### src/rtl/memarb_pkg.sv
// rtl/memarb_pkg.sv - shared types and constants for the mem_arbiter slice
package memarb_pkg;

    // Arbiter sequencing: normal per-cycle arbitration, or the write half of a read-modify-write.
    typedef enum logic {
        ST_IDLE,
        ST_RMW
    } state_t;

    // Which port owns the SRAM read data returning this cycle.
    typedef enum logic [1:0] {
        OWN_NONE,
        OWN_I,
        OWN_D
    } owner_t;

    localparam logic [3:0] BE_FULL      = 4'hF;
    localparam int         STARVE_CNT_W = 4;

endpackage

### src/rtl/memarb_byte_merge.sv
// rtl/memarb_byte_merge.sv - byte-lane merge of an old word with new store data
//
// Ports:
//   old_word  in  32  word read back from the SRAM
//   new_word  in  32  store data, byte lanes aligned
//   be        in  4   byte enables, bit k selects new_word byte k
//   merged    out 32  combined word
module memarb_byte_merge (
    input  logic [31:0] old_word,
    input  logic [31:0] new_word,
    input  logic [3:0]  be,
    output logic [31:0] merged
);

    always_comb begin
        merged = old_word;
        for (int k = 0; k < 4; k++) begin
            if (be[k]) begin
                merged[8*k +: 8] = new_word[8*k +: 8];
            end
        end
    end

endmodule

### src/rtl/mem_arbiter.sv
// rtl/mem_arbiter.sv - fetch/data arbiter for a single-port word SRAM with RMW for partial stores
//
// Optional feature macro: MEMARB_PERF_EN adds perf_i_stall, perf_d_stall, perf_rmw counters.
//
// Ports:
//   Clk, Reset                 clock, synchronous active-high reset
//   i_req/i_addr               fetch request and byte address
//   i_gnt/i_rvalid/i_rdata     fetch accept, read data valid, read data
//   d_req/d_we/d_be/d_addr/d_wdata   data request, store flag, byte enables, address, store data
//   d_gnt/d_rvalid/d_rdata     data accept, load data valid, load data
//   mem_en/mem_we/mem_addr/mem_wdata/mem_rdata   SRAM strobe, write, word address, data in/out
module mem_arbiter
    import memarb_pkg::*;
#(
    parameter int MEM_AW     = 11,
    parameter int STARVE_MAX = 4
) (
    input  logic              Clk,
    input  logic              Reset,
    input  logic              i_req,
    input  logic [31:0]       i_addr,
    output logic              i_gnt,
    output logic              i_rvalid,
    output logic [31:0]       i_rdata,
    input  logic              d_req,
    input  logic              d_we,
    input  logic [3:0]        d_be,
    input  logic [31:0]       d_addr,
    input  logic [31:0]       d_wdata,
    output logic              d_gnt,
    output logic              d_rvalid,
    output logic [31:0]       d_rdata,
    output logic              mem_en,
    output logic              mem_we,
    output logic [MEM_AW-1:0] mem_addr,
    output logic [31:0]       mem_wdata,
    input  logic [31:0]       mem_rdata
`ifdef MEMARB_PERF_EN
    ,
    output logic [31:0]       perf_i_stall,
    output logic [31:0]       perf_d_stall,
    output logic [31:0]       perf_rmw
`endif
);

    localparam logic [STARVE_CNT_W-1:0] STARVE_LIM = STARVE_CNT_W'(STARVE_MAX);

    state_t                  state_q, state_d;
    owner_t                  owner_q, owner_d;
    logic [STARVE_CNT_W-1:0] starve_q, starve_d;
    logic [MEM_AW-1:0]       rmw_addr_q, rmw_addr_d;
    logic [3:0]              rmw_be_q, rmw_be_d;
    logic [31:0]             rmw_wdata_q, rmw_wdata_d;

    logic              fetch_wins;
    logic              i_gnt_int;
    logic              d_gnt_int;
    logic              d_partial;
    logic [MEM_AW-1:0] i_idx;
    logic [MEM_AW-1:0] d_idx;
    logic [31:0]       merged_word;
    logic              unused_addr_bits;

    assign i_idx     = i_addr[MEM_AW+1:2];
    assign d_idx     = d_addr[MEM_AW+1:2];
    assign d_partial = (d_be != BE_FULL) && (d_be != 4'h0);

    // Byte offset and high address bits are deliberately ignored, so addresses wrap.
    assign unused_addr_bits = ^{i_addr[31:MEM_AW+2], i_addr[1:0], d_addr[31:MEM_AW+2], d_addr[1:0]};

    // Data normally wins; a fetch that has been refused STARVE_MAX times in a row takes the slot.
    assign fetch_wins = i_req && (!d_req || (starve_q == STARVE_LIM));
    assign i_gnt_int  = (state_q == ST_IDLE) && fetch_wins;
    assign d_gnt_int  = (state_q == ST_IDLE) && d_req && !fetch_wins;

    memarb_byte_merge u_merge (
        .old_word (mem_rdata),
        .new_word (rmw_wdata_q),
        .be       (rmw_be_q),
        .merged   (merged_word)
    );

    // State register
    always_ff @(posedge Clk) begin
        if (Reset) begin
            state_q     <= ST_IDLE;
            owner_q     <= OWN_NONE;
            starve_q    <= '0;
            rmw_addr_q  <= '0;
            rmw_be_q    <= '0;
            rmw_wdata_q <= '0;
        end else begin
            state_q     <= state_d;
            owner_q     <= owner_d;
            starve_q    <= starve_d;
            rmw_addr_q  <= rmw_addr_d;
            rmw_be_q    <= rmw_be_d;
            rmw_wdata_q <= rmw_wdata_d;
        end
    end

    // Next state
    always_comb begin
        state_d     = state_q;
        owner_d     = OWN_NONE;
        rmw_addr_d  = rmw_addr_q;
        rmw_be_d    = rmw_be_q;
        rmw_wdata_d = rmw_wdata_q;

        // Keeps counting through the RMW cycle, saturating at the limit so the compare still hits.
        if (!i_req || i_gnt_int) begin
            starve_d = '0;
        end else if (starve_q < STARVE_LIM) begin
            starve_d = starve_q + STARVE_CNT_W'(1);
        end else begin
            starve_d = starve_q;
        end

        if (state_q == ST_RMW) begin
            state_d = ST_IDLE;
        end else if (i_gnt_int) begin
            owner_d = OWN_I;
        end else if (d_gnt_int) begin
            if (!d_we) begin
                owner_d = OWN_D;
            end else if (d_partial) begin
                state_d     = ST_RMW;
                rmw_addr_d  = d_idx;
                rmw_be_d    = d_be;
                rmw_wdata_d = d_wdata;
            end
        end
    end

    // Outputs; everything is forced low while Reset is high, which also aborts a pending RMW write.
    always_comb begin
        mem_en    = 1'b0;
        mem_we    = 1'b0;
        mem_addr  = '0;
        mem_wdata = '0;
        i_gnt     = 1'b0;
        d_gnt     = 1'b0;
        if (!Reset) begin
            i_gnt = i_gnt_int;
            d_gnt = d_gnt_int;
            if (state_q == ST_RMW) begin
                mem_en    = 1'b1;
                mem_we    = 1'b1;
                mem_addr  = rmw_addr_q;
                mem_wdata = merged_word;
            end else if (i_gnt_int) begin
                mem_en   = 1'b1;
                mem_addr = i_idx;
            end else if (d_gnt_int) begin
                // Loads and partial stores read; full stores write; empty stores touch nothing.
                if (!d_we || d_partial) begin
                    mem_en   = 1'b1;
                    mem_addr = d_idx;
                end else if (d_be == BE_FULL) begin
                    mem_en    = 1'b1;
                    mem_we    = 1'b1;
                    mem_addr  = d_idx;
                    mem_wdata = d_wdata;
                end
            end
        end
    end

    assign i_rvalid = !Reset && (owner_q == OWN_I);
    assign d_rvalid = !Reset && (owner_q == OWN_D);
    assign i_rdata  = i_rvalid ? mem_rdata : '0;
    assign d_rdata  = d_rvalid ? mem_rdata : '0;

`ifdef MEMARB_PERF_EN
    logic [31:0] perf_i_q, perf_i_d;
    logic [31:0] perf_d_q, perf_d_d;
    logic [31:0] perf_rmw_q, perf_rmw_d;

    always_comb begin
        perf_i_d   = perf_i_q + ((i_req && !i_gnt_int) ? 32'd1 : 32'd0);
        perf_d_d   = perf_d_q + ((d_req && !d_gnt_int) ? 32'd1 : 32'd0);
        perf_rmw_d = perf_rmw_q + ((d_gnt_int && d_we && d_partial) ? 32'd1 : 32'd0);
    end

    always_ff @(posedge Clk) begin
        if (Reset) begin
            perf_i_q   <= '0;
            perf_d_q   <= '0;
            perf_rmw_q <= '0;
        end else begin
            perf_i_q   <= perf_i_d;
            perf_d_q   <= perf_d_d;
            perf_rmw_q <= perf_rmw_d;
        end
    end

    assign perf_i_stall = Reset ? 32'd0 : perf_i_q;
    assign perf_d_stall = Reset ? 32'd0 : perf_d_q;
    assign perf_rmw     = Reset ? 32'd0 : perf_rmw_q;
`endif

endmodule

### config.mk
export PLATFORM = sky130hd
export DESIGN_NAME = mem_arbiter
export DESIGN_NICKNAME = d
export VERILOG_FILES = /design/src/rtl/memarb_pkg.sv /design/src/rtl/memarb_byte_merge.sv /design/src/rtl/mem_arbiter.sv
export SDC_FILE = /design/constraint.sdc
export NUM_CORES = 1
export LEC_CHECK = 0
export CAP_MARGIN = 20
export CORE_ASPECT_RATIO = 2
export CORE_MARGIN = 5
export CORE_UTILIZATION = 34
export DETAILED_ROUTE_END_ITERATION = 10
export PLACE_DENSITY = 0.78
export SYNTH_ARGS = -nofsm -noshare
export SYNTH_HDL_FRONTEND = slang
export SYNTH_SLANG_ARGS = --single-unit
### constraint.sdc
create_clock -name Clk -period 1.8 [get_ports Clk]
set_input_delay 0.27 -clock Clk [delete_from_list [all_inputs] [get_ports Clk]]
set_output_delay 0.27 -clock Clk [all_outputs]
set_load 0.03 [all_outputs]
## After elaboration in Yosys (flattened, before gate mapping)

Cells that the tools add are included.

| operators by class | value |
|---|---|
| add/sub/neg operators | 1 |
| magnitude comparators | 1 |
| equality and inequality tests | 5 |
| mux-type cells | 35 |
| bitwise logic cells | 4 |
| reduce and logical (&&, ||, !) cells | 21 |

Operators by type and width:

| operator | count |
|---|---|
| 2-to-1 mux 32 bit | 8 |
| 2-to-1 mux 11 bit | 6 |
| 2-to-1 mux 8 bit | 4 |
| 2-to-1 mux 1 bit | 16 |
| logical AND 1 bit | 7 |
| logical NOT 1 bit | 5 |
| AND reduction 5 bit | 1 |
| OR reduction 5 bit | 1 |
| adder 4 x 1 -> 4 bit, second input constant | 1 |
| equality test 4 x 3 -> 1 bit, second input constant | 1 |
| equality test 4 bit, second input constant | 1 |
| < comparator 4 x 3 -> 1 bit, second input constant | 1 |
| != test 4 bit, second input constant | 1 |
| NOT 1 bit | 4 |
| nonzero test 4 bit | 1 |
| OR reduction 2 bit | 2 |
| OR reduction 4 bit | 1 |
| logical OR 1 bit | 3 |
| equality test 2 x 1 -> 1 bit, second input constant | 1 |
| equality test 2 bit, second input constant | 1 |
| 2-to-1 mux 2 bit | 1 |

| word-level totals | value |
|---|---|
| register bits after elaboration | 54 |
| input port bits | 137 |
| output and inout bits | 113 |
| word-level logic and storage cells | 74 |

## Logic depth before layout (Yosys ltp)

Gate-level depths: netlist of run 1.

| depth | value |
|---|---|
| word-level depth | 9 |
| gate-level depth with buffers | 8 |

## Modules after synthesis

Synthesis of run 1 repeated with hierarchy kept, for this count alone.

| unflattened totals | value |
|---|---|
| cells, all modules | 438 |
| area, all modules | 4026.4 sq um |

By module, submodules not included:

| module | instances | cells each | area each (sq um) |
|---|---|---|---|
| mem_arbiter | 1 | 402 | 3500.9 |
| memarb_byte_merge | 1 | 36 | 525.5 |

## Least setup slack after synthesis of run 1

OpenSTA, ideal clock, no wires.

| timing | value |
|---|---|
| path type | reg-to-output |
| from | register starve_q[0] |
| to | output mem_we |
| arrival | 1.758 ns |
| required time | 1.530 ns |
| slack | -0.228 ns |
| stages on the path, launching flop included | 7 |
| path buffers | 1 |
| cell sequence | dfxtp_1 -> inv_1 -> ha_1 -> and4b_1 -> buf_6 -> or3_1 -> a21oi_1 |

| between the ends | value |
|---|---|
| longest elaborated chain between the ends | 9 |
| elaborated cells on any way between the ends | 10 |

Ends and longest elaborated chain:

| element | RTL line | source |
|---|---|---|
| from (decl) | mem_arbiter.sv:50 | `logic [STARVE_CNT_W-1:0] starve_q, starve_d;` |
| from (signal assigned) | mem_arbiter.sv:95 | `starve_q <= starve_d;` |
| equality test 4 x 3 -> 1 bit (*) | mem_arbiter.sv:72 | `assign fetch_wins = i_req && (!d_req \|\| (starve_q == STARVE_LIM));` |
| logical OR 1 bit (*) | mem_arbiter.sv:72 |  |
| logical AND 1 bit (*) | mem_arbiter.sv:72 |  |
| logical NOT 1 bit | mem_arbiter.sv:74 | `assign d_gnt_int = (state_q == ST_IDLE) && d_req && !fetch_wins;` |
| logical AND 1 bit | mem_arbiter.sv:74 |  |
| 2-to-1 mux 1 bit | mem_arbiter.sv:154 | `end else if (d_gnt_int) begin` |
| 2-to-1 mux 1 bit (*) | mem_arbiter.sv:151 | `end else if (i_gnt_int) begin` |
| 2-to-1 mux 1 bit (*) | mem_arbiter.sv:146 | `if (state_q == ST_RMW) begin` |
| 2-to-1 mux 1 bit (*) | mem_arbiter.sv:143 | `if (!Reset) begin` |
| to (decl) | mem_arbiter.sv:34 | `output logic mem_we,` |

Every way passes the cells marked *; elsewhere a longest branch is shown, timed or not.

## Worst setup path after layout of run 1

| timing | value |
|---|---|
| from | register starve_q[0] |
| to | output mem_wdata[17] |

| between the ends | value |
|---|---|
| longest elaborated chain between the ends | 9 |
| elaborated cells on any way between the ends | 10 |

Ends and longest elaborated chain:

| element | RTL line | source |
|---|---|---|
| equality test 4 x 3 -> 1 bit (*) | mem_arbiter.sv:72 |  |
| logical OR 1 bit (*) | mem_arbiter.sv:72 |  |
| logical AND 1 bit (*) | mem_arbiter.sv:72 |  |
| logical NOT 1 bit | mem_arbiter.sv:74 |  |
| logical AND 1 bit | mem_arbiter.sv:74 |  |
| 2-to-1 mux 32 bit | mem_arbiter.sv:154 |  |
| 2-to-1 mux 32 bit (*) | mem_arbiter.sv:151 |  |
| 2-to-1 mux 32 bit (*) | mem_arbiter.sv:146 |  |
| 2-to-1 mux 32 bit (*) | mem_arbiter.sv:143 |  |
| to (decl) | mem_arbiter.sv:36 | `output logic [31:0] mem_wdata,` |

Marks and branches as above.

==> results of run 1 <==
-- through the flow --
step	instances	TNS [ns]	power, mW	utilization [%]	setup slack (ns)
after floorplan	463	-2.85	1.86	-	-0.165
after global placement	835	-32.81	2.39	61.4	-0.466
after detailed placement	835	-34.70	2.41	61.4	-0.502
after CTS	852	-15.26	3.51	66.5	-0.380
after global routing	860	-23.29	3.67	68.6	-0.441
final	860	-17.26	3.51	68.6	-0.401
-- cell families (layout without fill, tap and decap cells) --
logic type | Yosys count | count (layout) | share of synthesized area, %
buffers and inverters | 47 | 299 | 5.37
DFF | 54 | 54 | 26.5
muxes | 80 | 80 | 19.6
AOI/OAI and AO/OA | 60 | 60 | 12.4
xor gates and xnor gates | 1 | 1 | 0.215
adders and majority gates | 2 | 2 | 0.613
and+or+nand+nor | 219 | 219 | 35.3
-- Yosys cell counts (2+ instances only) --
cell       count
inv_1          5
buf_1          7
nor3_1         8
mux2i_1       80
dfxtp_1       54
and2_1        65
o2bb2ai_1     43
nor3b_1        2
a21oi_1        3
buf_2          4
and3b_1       12
nor4bb_1      11
ha_1           2
nand2b_1      96
buf_6          4
a211oi_1      11
buf_4          2
nor2_1        14
clkbuf_1      25
-- final cells by class --
class / instances / area share [%]
inverters: 5 / 0.232
well taps: 145 / 2.25
multi-input cells: 362 / 45.7
clock buffers: 7 / 1.77
repair buffers: 286 / 36.5
clock inverters: 1 / 0.0620
flip-flops and latches: 54 / 13.5
-- metal layers --
metal	global-route usage (%)	up-vias	wire, µm
met5	0	-	0
met4	8.38	0	569
met3	3.59	37	854
met2	41.8	159	9630
met1	21.3	2081	5410
li1	-	2132	-
-- where the power goes --
group | leakage (nW) | internal [mW] | switching (mW) | total [mW]
Combinational | 2.74 | 0.633 | 0.584 | 1.22
Sequential | 0.442 | 1.25 | 0.0329 | 1.29
Clock | 0.0739 | 0.554 | 0.455 | 1.01
Total | 3.25 | 2.44 | 1.07 | 3.51
-- final timing paths --
| kind | startpoint | end | cells past startpoint |
|---|---|---|---|
| max | starve_q[0] | mem_wdata[17] | 9 |
| min | d_be[1] | rmw_be_q[1] | 3 |
| max reg2reg | starve_q[0] | rmw_wdata_q[21] | 9 |
| min reg2reg | rmw_addr_q[9] | rmw_addr_q[9] | 2 |
-- worst reg2reg max path, stage by stage (launching register included) --
cell and delay [ns]:
dfxtp_2 0.34, inv_2 0.05, ha_4 0.15, and4b_4 0.22, buf_6 0.14, nor4b_4 0.33, buf_6 0.21, buf_12 0.12
buf_16 0.12, mux2i_1 0.21
-- sequential cells by signal (all words and copies together), names as in the netlist --
| signal | count |
|---|---|
| owner_q | 2 |
| rmw_be_q | 4 |
| state_q | 1 |
| rmw_wdata_q | 32 |
| starve_q | 4 |
| rmw_addr_q | 11 |
-- repair_timing --
item | CTS | global route
resized for setup | 83 | 29
pin swaps | 4 | 8
gates cloned | 3 | 4
buffers inserted | 8 | 6
setup endpoints to repair | 96 | 154
==> impl_metrics.tcl, run 1 <==
set metrics [dict create \
    cts_inserted_buffers 5 \
    antenna_found_initial 0 \
    fill_cells 914 \
    ir_drop_mv 0.438 \
    drt_pass1_iterations 4 \
    rsz0062_at_grt "yes" \
    critPathRequiredTime_ns 1.53 \
    root_buffer "clkbuf_16" \
    dieArea_mm2 0.0144 \
    grtUsageTotal_pct 21.3 \
    worst_slew_pin_slew_ns 0.426 \
    synth-seq-area-share_pct 26.5 \
    startpoint_type "flop" \
    worstSkewPairLatency_ns 0.30 \
    wire_per_inst_um 19.1 \
    grt_pass1_vias 4838 \
    violations "negative setup slack" \
    finalHoldViolCount 0 \
    chipWidth_um 87.5 \
    powerDensity_mw_per_mm2 435 \
    postSynthCellCount 463 \
    multiInputGateArea_mm2 0.00369 \
    synth_area_leaders "dfxtp_1, mux2i_1, nand2b_1, and2_1, o2bb2ai_1" \
    final_cell_mix "buf_4, nand2b_1, clkdlybuf4s50_1, mux2i_1, and2_1" \
    synthToLayoutAreaGrowth_pct 97.9 \
    setup_viol 84 \
    hpwl_um 12000 \
    fin_ws_ns -0.401 \
    timing.final.crit_share_pct 122 \
    async_reset_ff_share_pct 0 \
    crit_family "buffers and inverters" \
    cp-end-kind "output port" \
    overflow 0 \
    hold_buffers 0 \
    antenna_cells 0 \
    vias 4409 \
    hold_class "input pin to flop" \
    clockBufferDepth 2 \
    critPathMaxStageDelay_ns 0.34 \
    synth_top_area_cell "dfxtp_1" \
    drc 0 \
    core_mm2 0.0118 \
    slowest_stage "dfxtp_2" \
    min_period_ns 2.20 \
    grt_max_degree 53 \
    final_area_mm2 0.00807 \
    syn_avg_cell_area_um2 8.81 \
    cp_cell_sequence "inv_2 > ha_4 > and4b_4 > nor4_4 > buf_4 > buf_12 > buf_12 > o2bb2ai_4 > buf_6" \
    total_leakage_power_nw 3.25 \
    yosysUniqueCellTypes 34 \
    place_congestion 0.823 \
    antenna_left 0 \
    syn_nets 602 \
    finalNetCount 853 \
    placed_area_mm2 0.00723 \
    synth_top_area_share_pct 26.5 \
    drtIter0Drc 125 \
    cts_max_level 2 \
    cts_tree "yes" \
    placementRows 56 \
    syn_area_mm2 0.00408 \
    rrSetupSlack_ns -0.17 \
    seq_area_mm2 0.00109 \
    pin_count 250 \
    grt_pass1_wl_um 24200 \
    holdWs_ns 0.442 \
    cts.sinks 54 \
    worst-path-buf-inv 5 \
    synth_seq_cells 54 \
    max_slew_margin_pct 71.4 \
    die_h_um 165 \
    numPortBuffers 207 \
    finClkSkew_ns 0.00767 \
    routed_wl_um 16500 \
    crit_top_cell "buf_12" \
    status "finished with violations" \
    synth-edff-count 0 \
    drive_gt1_share_pct 38.7 \
    synth_ff_type "dfxtp_1" \
    maxSlewViolCount 0 \
    drv_cap 0 \
    path_clk_slew_ns 0.08 \
    drt-vias-per-instance 5.13 \
    path_max_fanout 8 \
    final_common_cell "buf_4" \
    synth-warning-count 0 \
    start_util_pct 34.7 \
    arrival_ns 1.93 \
    critPathKind "flop to output port" \
    max_freq_ghz 0.454 \
]
Power figures use the tool's default switching activity.
==> run 2: changes to the inputs <==
- CELL_PAD_IN_SITES_DETAIL_PLACEMENT: default -> 1
- CELL_PAD_IN_SITES_GLOBAL_PLACEMENT: default -> 1
- CORE_UTILIZATION: 34 -> 24
- PLACE_DENSITY: 0.78 -> default
- PLACE_DENSITY_LB_ADDON: default -> 0.1
==> run 2 against run 1 <==
  * The run still ends with negative setup slack left
  * Via count grew 1.5%
  * Clock skew shrank 0.0026 ns
  * Die area grew 38%
  * Clock power is essentially flat
  * Setup slack lost 0.10 ns
  * Count of clock-buffer cells in the layout is the same
  * Critical path depth shrank 1
  * Core utilization shrank 18 points
  * Combinational power grew 8%
  * Routed wire length grew 21%
  * Sequential share of layout area shrank 0.74 points
==> impl_metrics.tcl, run 2 (synthesis results as in run 1) <==
set metrics [dict create \
    routed_wl_um 19900 \
    pin_count 250 \
    wire_per_inst_um 21.2 \
    dieArea_mm2 0.0199 \
    drtIter0Drc 68 \
    crit_path_start "starve_q[0]" \
    critPathRequiredTime_ns 1.53 \
    synthToLayoutAreaGrowth_pct 109 \
    antenna_left 0 \
    r2r_cells 11 \
    max_slew_margin_pct 66.9 \
    final_common_cell "nand2b_1" \
    total_leakage_power_nw 3.43 \
    tns_ns -36.34 \
    path_depth 8 \
    hold_class "input pin to flop" \
    fin_ws_ns -0.504 \
    cts_tree "yes" \
    cts_inserted_buffers 5 \
    place_congestion 0.748 \
    drt-vias-per-instance 4.77 \
    placementRows 67 \
    place_ws_ns -0.593 \
    clockPowerShare_pct 28.1 \
    status "finished with violations" \
    power_switching_mw 1.12 \
    path_max_fanout 5 \
    hpwl_um 14100 \
    power_mw 3.63 \
    final_cell_mix "nand2b_1, clkdlybuf4s50_1, buf_6, buf_4, mux2i_1" \
    drv_cap 0 \
    ir_drop_mv 0.338 \
    arrival_ns 2.03 \
    core_mm2 0.0168 \
    violations "negative setup slack" \
    start_util_pct 24.3 \
    min_period_ns 2.30 \
    root_buffer "clkbuf_16" \
    chipWidth_um 102 \
    drt_pass1_iterations 4 \
    grtUsageTotal_pct 18.3 \
    drc 0 \
    path_clk_slew_ns 0.07 \
    hold_path_startpoint "Reset" \
    slowest_stage "or3_4" \
    powerDensity_mw_per_mm2 425 \
    maxSlewViolCount 0 \
    die_h_um 194 \
    grt_pass1_vias 5137 \
    critPathKind "flop to output port" \
    worstSkewPairLatency_ns 0.30 \
    finalNetCount 870 \
    rsz0062_at_grt "yes" \
    grt_pass1_wl_um 28100 \
    top_register "rmw_wdata_q" \
    critPathMaxStageDelay_ns 0.38 \
    worst-path-buf-inv 4 \
    p_sw_share_pct 30.9 \
    crit_top_cell "buf_6" \
    numPortBuffers 207 \
    p_int_mw 2.51 \
    cts.sinks 54 \
    hold_buffers 0 \
    overflow 0 \
    cp-end-kind "output port" \
    rr_startpoint "starve_q[0]" \
    largest_reg_flops 32 \
    clockBufferDepth 2 \
    reg.largest.list "rmw_wdata_q (32), rmw_addr_q (11)" \
    drive_gt1_share_pct 41.9 \
    comb_power_share_pct 36.3 \
    finalHoldViolCount 0 \
    cts_max_level 2 \
    cp_cell_sequence "inv_2 > ha_4 > and4b_2 > buf_4 > buf_6 > or3_4 > a21oi_2 > buf_6" \
    grt_max_degree 43 \
    p_seq_share_pct 35.5 \
    antenna_found_initial 0 \
    crit_family "simple AND/OR/NAND/NOR gates" \
    antenna_cells 0 \
    vias 4477 \
    min_path_cells 3 \
    startpoint_type "flop" \
    worst_slew_pin_slew_ns 0.493 \
    max_freq_ghz 0.434 \
    timing.final.crit_share_pct 128 \
    setup_viol 105 \
    finClkSkew_ns 0.00509 \
]
==> run 2: cell count changes in the layout (fill, tap and decap cells not counted), moves of 7 or more <==
cell	previous run	this run
and2_4	0	23
a211oi_1	3	10
a211oi_2	8	1
buf_12	15	24
buf_4	107	87
buf_6	60	87
and2_1	65	42
==> run 2: power groups by stage <==
stage / Combinational, mW / Sequential [mW] / Clock [mW]
after detailed placement: 1.13 / 1.32 / 0
after global routing: 1.39 / 1.30 / 1.11
final: 1.32 / 1.29 / 1.02
after floorplan: 0.561 / 1.30 / 0
after global placement: 1.11 / 1.31 / 0
after CTS: 1.23 / 1.29 / 1.07
==> run 2: tightest hold or removal path, stage by stage <==
cell and delay [ns]:
buf_4 0.10, or2_4 0.18, nor4_1 0.08
==> run 2: worst paths after layout <==
check / slack, ns / to
max: -0.50 / mem_we
min: 0.37 / owner_q[1]
max reg2reg: -0.41 / rmw_be_q[0]
min reg2reg: 0.48 / rmw_wdata_q[19]
==> run 2: repair_timing <==
item	CTS	global route
setup endpoints to repair	140	140
cloned	7	6
resized for setup	80	96
pin swaps	4	12
buffers inserted	8	21
==> run 2: layer usage <==
layer  vias up  GRT usage (%)  part of all wire [%]  wire, µm
met5         -              0                     0         0
met4         0           5.69                   2.4       473
met3        20           2.58                   4.0       795
met2       117           38.7                    63     12500
met1      2187           16.6                    31      6100
li1       2153              -                     -         -
==> run 2: through the flow <==
| stage | area (µm²) | hold WS (ns) | instances | utilization, % |
|---|---|---|---|---|
| after floorplan | 4830 | 0.349 | 463 | - |
| after global placement | 7350 | 0.457 | 893 | 43.8 |
| after detailed placement | 7350 | 0.468 | 893 | 43.8 |
| after CTS | 8020 | 0.438 | 915 | 47.8 |
| after global routing | 8540 | 0.378 | 939 | 50.9 |
| final | 8540 | 0.372 | 939 | 50.9 |
==> run 2: final cells by class <==
| cell class | count | area (µm²) |
|---|---|---|
| fillers | 1824 | 8230 |
| multi-input cells | 362 | 3750 |
| repair buffers | 303 | 3280 |
| flip-flops and latches | 54 | 1090 |
| well taps | 207 | 259 |
| clock buffers | 7 | 143 |
| inverters | 5 | 18.8 |
| clock inverters | 1 | 5.00 |
